## config.mk

```make
export PLATFORM = sky130hd
export DESIGN_NAME = ed25519_frame_io_flat
export DESIGN_NICKNAME = d
export VERILOG_FILES = /design/src/rtl/ed25519_frame_io_if.sv /design/src/rtl/ed25519_frame_io.sv /design/src/flat_wrapper.sv
export SDC_FILE = /design/constraint.sdc
export NUM_CORES = 2
export LEC_CHECK = 0
export ABC_AREA = 0
export CAP_MARGIN = 25
export CORE_AREA = 2 2 545 547
export CTS_CLUSTER_DIAMETER = 200
export CTS_CLUSTER_SIZE = 8
export DETAILED_ROUTE_END_ITERATION = 12
export DIE_AREA = 0 0 547 549
export PLACE_DENSITY = 0.37
export SLEW_MARGIN = 20
export SYNTH_ARGS = -nofsm -noshare
export SYNTH_HDL_FRONTEND = slang
export SYNTH_SLANG_ARGS = --single-unit
```

## constraint.sdc

```tcl
create_clock -name i_clk -period 59 [get_ports i_clk]
set_clock_uncertainty 0.05 [all_clocks]
set_input_delay 11.8 -clock i_clk [delete_from_list [all_inputs] [get_ports i_clk]]
set_output_delay 11.8 -clock i_clk [all_outputs]
set_load 0.05 [all_outputs]
```

## src/rtl/ed25519_frame_io_if.sv

```systemverilog
// Handshake bundle between the stream ports, the adapter and the point-multiplication core.
// The adapter uses the slave view; the environment driving it uses the master view.
interface ed25519_frame_io_if #(
   parameter int DATA_W    = 64,
   parameter int IN_BEATS  = 12,
   parameter int OUT_BEATS = 8
);
   logic                          i_in_valid;
   logic [DATA_W-1:0]             i_in_data;
   logic                          o_in_ready;
   logic                          o_frame_valid;
   logic [IN_BEATS*DATA_W-1:0]    o_frame_data;
   logic                          i_frame_ready;
   logic                          i_res_valid;
   logic [OUT_BEATS*DATA_W-1:0]   i_res_data;
   logic                          o_res_ready;
   logic                          o_out_valid;
   logic [DATA_W-1:0]             o_out_data;
   logic                          i_out_ready;

   modport slave (
      input  i_in_valid, i_in_data, i_frame_ready, i_res_valid, i_res_data, i_out_ready,
      output o_in_ready, o_frame_valid, o_frame_data, o_res_ready, o_out_valid, o_out_data
   );

   modport master (
      output i_in_valid, i_in_data, i_frame_ready, i_res_valid, i_res_data, i_out_ready,
      input  o_in_ready, o_frame_valid, o_frame_data, o_res_ready, o_out_valid, o_out_data
   );
endinterface

```

## src/rtl/ed25519_frame_io.sv

```systemverilog
// Beat<->frame adapter: collects IN_BEATS stream words into one core frame and
// drains the core's OUT_BEATS-word result frame back onto the stream.
module ed25519_frame_io #(
   parameter int DATA_W    = 64,
   parameter int IN_BEATS  = 12,
   parameter int OUT_BEATS = 8,
   parameter int MSB_FIRST = 1
) (
   input  logic              i_clk,
   input  logic              i_rst,
   ed25519_frame_io_if.slave io
);
   localparam int FW   = IN_BEATS * DATA_W;
   localparam int OW   = OUT_BEATS * DATA_W;
   localparam int MAXB = (IN_BEATS > OUT_BEATS) ? IN_BEATS : OUT_BEATS;
   localparam int CW   = (MAXB > 1) ? $clog2(MAXB) : 1;

   typedef enum logic [1:0] {
      S_COLLECT  = 2'd0,
      S_PRESENT  = 2'd1,
      S_WAIT_RES = 2'd2,
      S_EMIT     = 2'd3
   } state_t;

   state_t            state_r;
   state_t            state_nx_s;
   logic [CW-1:0]     cnt_r;
   logic [CW-1:0]     cnt_nx_s;
   logic              in_ready_r;
   logic              in_ready_nx_s;
   logic              frame_valid_r;
   logic              frame_valid_nx_s;
   logic [FW-1:0]     frame_data_r;
   logic              res_ready_r;
   logic              res_ready_nx_s;
   logic [OW-1:0]     res_buf_r;
   logic              out_valid_r;
   logic              out_valid_nx_s;
   logic [DATA_W-1:0] out_data_r;
   logic [DATA_W-1:0] out_data_nx_s;
   logic              in_take_s;
   logic              res_take_s;

   // Beat k lands in the slot counted from the MSB end or the LSB end of the frame.
   function automatic logic [FW-1:0] frame_put(input logic [FW-1:0]     frame,
                                               input logic [CW-1:0]     k,
                                               input logic [DATA_W-1:0] beat);
      logic [FW-1:0] f;
      f = frame;
      for (int b = 0; b < IN_BEATS; b++) begin
         if (int'(k) == b) begin
            if (MSB_FIRST != 0) begin
               f[(IN_BEATS-1-b)*DATA_W +: DATA_W] = beat;
            end else begin
               f[b*DATA_W +: DATA_W] = beat;
            end
         end
      end
      return f;
   endfunction

   function automatic logic [DATA_W-1:0] out_beat(input logic [OW-1:0] res,
                                                  input int            k);
      logic [DATA_W-1:0] r;
      r = {DATA_W{1'b0}};
      for (int b = 0; b < OUT_BEATS; b++) begin
         if (k == b) begin
            if (MSB_FIRST != 0) begin
               r = res[(OUT_BEATS-1-b)*DATA_W +: DATA_W];
            end else begin
               r = res[b*DATA_W +: DATA_W];
            end
         end
      end
      return r;
   endfunction

   // Next-state, counter and next registered-output values.
   always_comb begin
      state_nx_s    = state_r;
      cnt_nx_s      = cnt_r;
      out_data_nx_s = out_data_r;
      in_take_s     = 1'b0;
      res_take_s    = 1'b0;
      case (state_r)
         S_COLLECT: begin
            in_take_s = io.i_in_valid & in_ready_r;
            if (in_take_s) begin
               if (cnt_r == CW'(IN_BEATS-1)) begin
                  cnt_nx_s   = {CW{1'b0}};
                  state_nx_s = S_PRESENT;
               end else begin
                  cnt_nx_s   = cnt_r + CW'(1);
               end
            end else begin
               cnt_nx_s = cnt_r;
            end
         end
         S_PRESENT: begin
            if (io.i_frame_ready & frame_valid_r) begin
               state_nx_s = S_WAIT_RES;
            end else begin
               state_nx_s = S_PRESENT;
            end
         end
         S_WAIT_RES: begin
            res_take_s = io.i_res_valid & res_ready_r;
            if (res_take_s) begin
               state_nx_s    = S_EMIT;
               cnt_nx_s      = {CW{1'b0}};
               out_data_nx_s = out_beat(io.i_res_data, 0);
            end else begin
               state_nx_s = S_WAIT_RES;
            end
         end
         S_EMIT: begin
            // Stall holds the current beat; a handshake loads the next one with no bubble.
            if (out_valid_r & io.i_out_ready) begin
               if (cnt_r == CW'(OUT_BEATS-1)) begin
                  cnt_nx_s   = {CW{1'b0}};
                  state_nx_s = S_COLLECT;
               end else begin
                  cnt_nx_s      = cnt_r + CW'(1);
                  out_data_nx_s = out_beat(res_buf_r, int'(cnt_r) + 1);
               end
            end else begin
               cnt_nx_s = cnt_r;
            end
         end
         default: begin
            state_nx_s = S_COLLECT;
            cnt_nx_s   = {CW{1'b0}};
         end
      endcase
      in_ready_nx_s    = (state_nx_s == S_COLLECT);
      frame_valid_nx_s = (state_nx_s == S_PRESENT);
      res_ready_nx_s   = (state_nx_s == S_WAIT_RES);
      out_valid_nx_s   = (state_nx_s == S_EMIT);
   end

   // State, counter, buffers and registered outputs.
   always_ff @(posedge i_clk or posedge i_rst) begin
      if (i_rst) begin
         state_r       <= S_COLLECT;
         cnt_r         <= {CW{1'b0}};
         in_ready_r    <= 1'b0;
         frame_valid_r <= 1'b0;
         frame_data_r  <= {FW{1'b0}};
         res_ready_r   <= 1'b0;
         res_buf_r     <= {OW{1'b0}};
         out_valid_r   <= 1'b0;
         out_data_r    <= {DATA_W{1'b0}};
      end else begin
         state_r       <= state_nx_s;
         cnt_r         <= cnt_nx_s;
         in_ready_r    <= in_ready_nx_s;
         frame_valid_r <= frame_valid_nx_s;
         res_ready_r   <= res_ready_nx_s;
         out_valid_r   <= out_valid_nx_s;
         out_data_r    <= out_data_nx_s;
         if (in_take_s) begin
            frame_data_r <= frame_put(frame_data_r, cnt_r, io.i_in_data);
         end
         if (res_take_s) begin
            res_buf_r <= io.i_res_data;
         end
      end
   end

   assign io.o_in_ready    = in_ready_r;
   assign io.o_frame_valid = frame_valid_r;
   assign io.o_frame_data  = frame_data_r;
   assign io.o_res_ready   = res_ready_r;
   assign io.o_out_valid   = out_valid_r;
   assign io.o_out_data    = out_data_r;
endmodule

```

## src/flat_wrapper.sv

```systemverilog
// flat-port wrapper written by rule: the top's interface ports become plain ports
module ed25519_frame_io_flat 
#(
   parameter int DATA_W    = 64,
   parameter int IN_BEATS  = 12,
   parameter int OUT_BEATS = 8,
   parameter int MSB_FIRST = 1
)
  (i_clk, i_rst, io_i_in_valid, io_i_in_data, io_i_frame_ready, io_i_res_valid, io_i_res_data, io_i_out_ready, io_o_in_ready, io_o_frame_valid, io_o_frame_data, io_o_res_ready, io_o_out_valid, io_o_out_data);
  ed25519_frame_io_if #(.DATA_W(DATA_W), .IN_BEATS(IN_BEATS), .OUT_BEATS(OUT_BEATS)) io_i ();
  input  logic i_clk;
  input  logic i_rst;
  input wire logic [$bits(io_i.i_in_valid)-1:0] io_i_in_valid;
  input wire logic [$bits(io_i.i_in_data)-1:0] io_i_in_data;
  input wire logic [$bits(io_i.i_frame_ready)-1:0] io_i_frame_ready;
  input wire logic [$bits(io_i.i_res_valid)-1:0] io_i_res_valid;
  input wire logic [$bits(io_i.i_res_data)-1:0] io_i_res_data;
  input wire logic [$bits(io_i.i_out_ready)-1:0] io_i_out_ready;
  output wire logic [$bits(io_i.o_in_ready)-1:0] io_o_in_ready;
  output wire logic [$bits(io_i.o_frame_valid)-1:0] io_o_frame_valid;
  output wire logic [$bits(io_i.o_frame_data)-1:0] io_o_frame_data;
  output wire logic [$bits(io_i.o_res_ready)-1:0] io_o_res_ready;
  output wire logic [$bits(io_i.o_out_valid)-1:0] io_o_out_valid;
  output wire logic [$bits(io_i.o_out_data)-1:0] io_o_out_data;
  assign io_i.i_in_valid = io_i_in_valid;
  assign io_i.i_in_data = io_i_in_data;
  assign io_i.i_frame_ready = io_i_frame_ready;
  assign io_i.i_res_valid = io_i_res_valid;
  assign io_i.i_res_data = io_i_res_data;
  assign io_i.i_out_ready = io_i_out_ready;
  assign io_o_in_ready = io_i.o_in_ready;
  assign io_o_frame_valid = io_i.o_frame_valid;
  assign io_o_frame_data = io_i.o_frame_data;
  assign io_o_res_ready = io_i.o_res_ready;
  assign io_o_out_valid = io_i.o_out_valid;
  assign io_o_out_data = io_i.o_out_data;
  ed25519_frame_io #(.DATA_W(DATA_W), .IN_BEATS(IN_BEATS), .OUT_BEATS(OUT_BEATS), .MSB_FIRST(MSB_FIRST)) u_core (.i_clk(i_clk), .i_rst(i_rst), .io(io_i));
endmodule
```

==> run summary <==
number of max-cap violations - 0
count of boundary I/O pins - 1,418
Area Growth Syn to Fin - 42.0%
First DRT Iteration DRCs - 2,945
Synth area leader - dfrtp_1
maximum number of pins on one net before global-route repair - 153
arrival time worst endpoint - 16,160 ps
Final Hold Fails - 0
Die Height - 549 microns
instance count of the mapped netlist - 5,053
Avg Vias per Cell - 4.30
EDFF count, synth - 0
data required time of the critical path - 59,790 ps
antenna violations before repair - 67
sequential element share of the synthesized area - 60.7%
count of antenna-violating nets left after detailed routing - 0
Seq cells post-synth - 1,354
overall routing resource usage - 18.1%
worst hold margin - 420 ps
count of TritonRoute iterations in the first routing pass - 6
timing-limited maximum frequency - 65.1 MHz
maximum fanout count along the critical path - 110
top cells by area, synth - dfrtp_1 (61%), mux2_2 (14%), nand2_1 (12%), o211ai_1 (2.1%), buf_2 (1.4%)
Total Die Area - 300,000 sq um
proportion of register bits with asynchronous set or reset after synthesis - 100%
DRC viols - 0
post-detailed-routing wire length - 282,000 microns
Static Leak - 0.0365 uW
CTS clk-pin slew, worst paths - 50 ps
run status - finished, final reports clean
worst setup slack before clock tree synthesis - 42,450 ps
Inserted Clock Buffers - 191
post-layout worst setup margin - 43,630 ps
post-synthesis area per instance - 11.1 sq um
count of cells resized by post-cts repair - 0
Top FF cell, synth - dfrtp_1
root buffer selected by CTS - clkbuf_16
routability cong. - 0.814
count of buffers added by post-CTS timing repair for setup - 0
pin slew with the least headroom to its limit - 1140 ps
fraction of final layout cells sized beyond drive strength 1 - 16.4%
CTS hold repair buffers - 0
fraction of the cycle the final worst path needs - 26.0%
final worst path period need - 15,370 ps
starting density of the core - 18.9%
die width - 547 microns
Synthesized Nets - 5,640
total congestion overflow - 0
final cell utilization of the core - 26.9%
Setup crit end kind - asynchronous set/reset pin
worst setup path class - primary input to asynchronous set/reset pin
setup repair after global routing missed its margin - false
worst max-slew margin expressed relative to the limit - 23.7%
via count of the first global-routing pass - 45,087
placed wire-length estimate - 204,000 microns
number of placement rows - 200
power density relative to cell area - 45.5 nW/um^2
via count - 44,386
worst IR drop on VDD - 0.0242 mV
share of Yosys cell area claimed by the top area cell type - 60.7%
post-synthesis cell type count - 59
worst hold-check path type - flip-flop to flip-flop
TritonCTS clock tree - yes
most frequent cells after synthesis - nand2_1 (1,730), dfrtp_1 (1,354), mux2_2 (705)
number of warnings reported in the yosys synthesis log - 0
first-pass GRT wire length - 385,000 microns
number of clock sinks - 1,354
endpoints failing setup - 0
maximum clock path buffer count - 4
final setup TNS - 0 ps
final number of max-transition violations - 0
critical path launch point type - primary input
Placeable Area - 295,000 sq um
Mapped Area - 55,800 sq um
number of buffers inserted by port buffering - 1,417
routed wirelength normalized by instance count - 27.3 microns
leading cell type by number of instances after synthesis - nand2_1
number of levels the H-tree was split into - 4
number of nets at the end of the flow - 6,941
worst skew pair latency - 840 ps
==> cell type report <==
class	instances	area (sq um)
flip-flops and latches	1354	33900
well taps	3939	4930
clock buffers	194	4830
diodes	20	50.0
inverters	9	41.3
fillers	30941	216000
clock inverters	9	173
repair buffers	1502	15000
multi-input cells	3296	20400
==> metrics by stage <==
stage / instances / cell area (sq um) / power [uW]
finish: 10323 / 79300 / 3610
global route: 10308 / 79300 / 3800
CTS: 10296 / 79100 / 3670
floorplan: 5053 / 55800 / 2080
global placement: 10091 / 74100 / 2640
detailed placement: 10093 / 74100 / 2640
==> state kept, by name, summed over array words and instances (netlist names), 2 cells and up <==
register                cells
u_core.io.o_out_data       64
u_core.io.o_frame_data    768
u_core.cnt_r                4
u_core.res_buf_r          512
u_core.state_r              2
==> critical path, cell delays in order <==
cell	delay [ps]
clkdlybuf4s50_1	490
inv_8	560
buf_4	730
buf_4	740
buf_4	740
buf_4	770
==> power by group <==
part | internal, uW | switching [uW]
Clock | 575 | 423
Sequential | 1170 | 159
Combinational | 409 | 878
Total | 2150 | 1460
==> logic make-up (layout without fill, tap and decap cells) <==
kind of cell | count (synthesis) | after routing | share of synthesized area [%]
fa+ha+maj | 5 | 5 | 0.112
buf+inv | 403 | 1714 | 3.22
compound gates | 494 | 494 | 6.13
mux | 768 | 768 | 15.5
xor+xnor | 1 | 1 | 0.0157
simple gates | 2028 | 2028 | 14.4
other cells | 0 | 20 | 0
flops | 1354 | 1354 | 60.7
==> layout by cell type, fill, tap and decap left out, types with 15 or more instances in the layout <==
cell / n
nand2_1: 1725
clkdlybuf4s50_1: 1415
dfrtp_1: 1354
mux2_2: 705
clkbuf_16: 193
o211ai_1: 153
nor3_1: 141
a21oi_1: 87
buf_4: 72
o21ai_0: 66
mux2_1: 63
nor2_1: 62
a221oi_1: 58
nand3_1: 51
a31oi_1: 48
diode_2: 20
o221ai_1: 17
o22ai_1: 15
==> layer usage <==
metal	wire, microns	vias to the layer above	track usage, %
li1	-	19611	-
met1	119000	22628	22.9
met4	6580	44	4.27
met2	136000	1738	30.7
met3	19700	365	4.67
met5	281	-	0
==> path summary, 6_finish.rpt <==
check	startpoint	endpoint	slack [ps]	cells past startpoint
min	u_core.res_buf_r[192]	u_core.res_buf_r[192]	420	2
min reg2reg	u_core.res_buf_r[192]	u_core.res_buf_r[192]	420	2
max in group i_clk	io_i_res_valid	u_core.io.o_out_data[28]	44360	9
max	i_rst	u_core.io.o_frame_data[686]	43630	6
min in group asynchronous	i_rst	u_core.io.o_frame_data[766]	11450	2
max reg2reg	u_core.cnt_r[0]	u_core.io.o_out_data[36]	54640	9
Note: power is estimated with default switching activity, not from simulation.
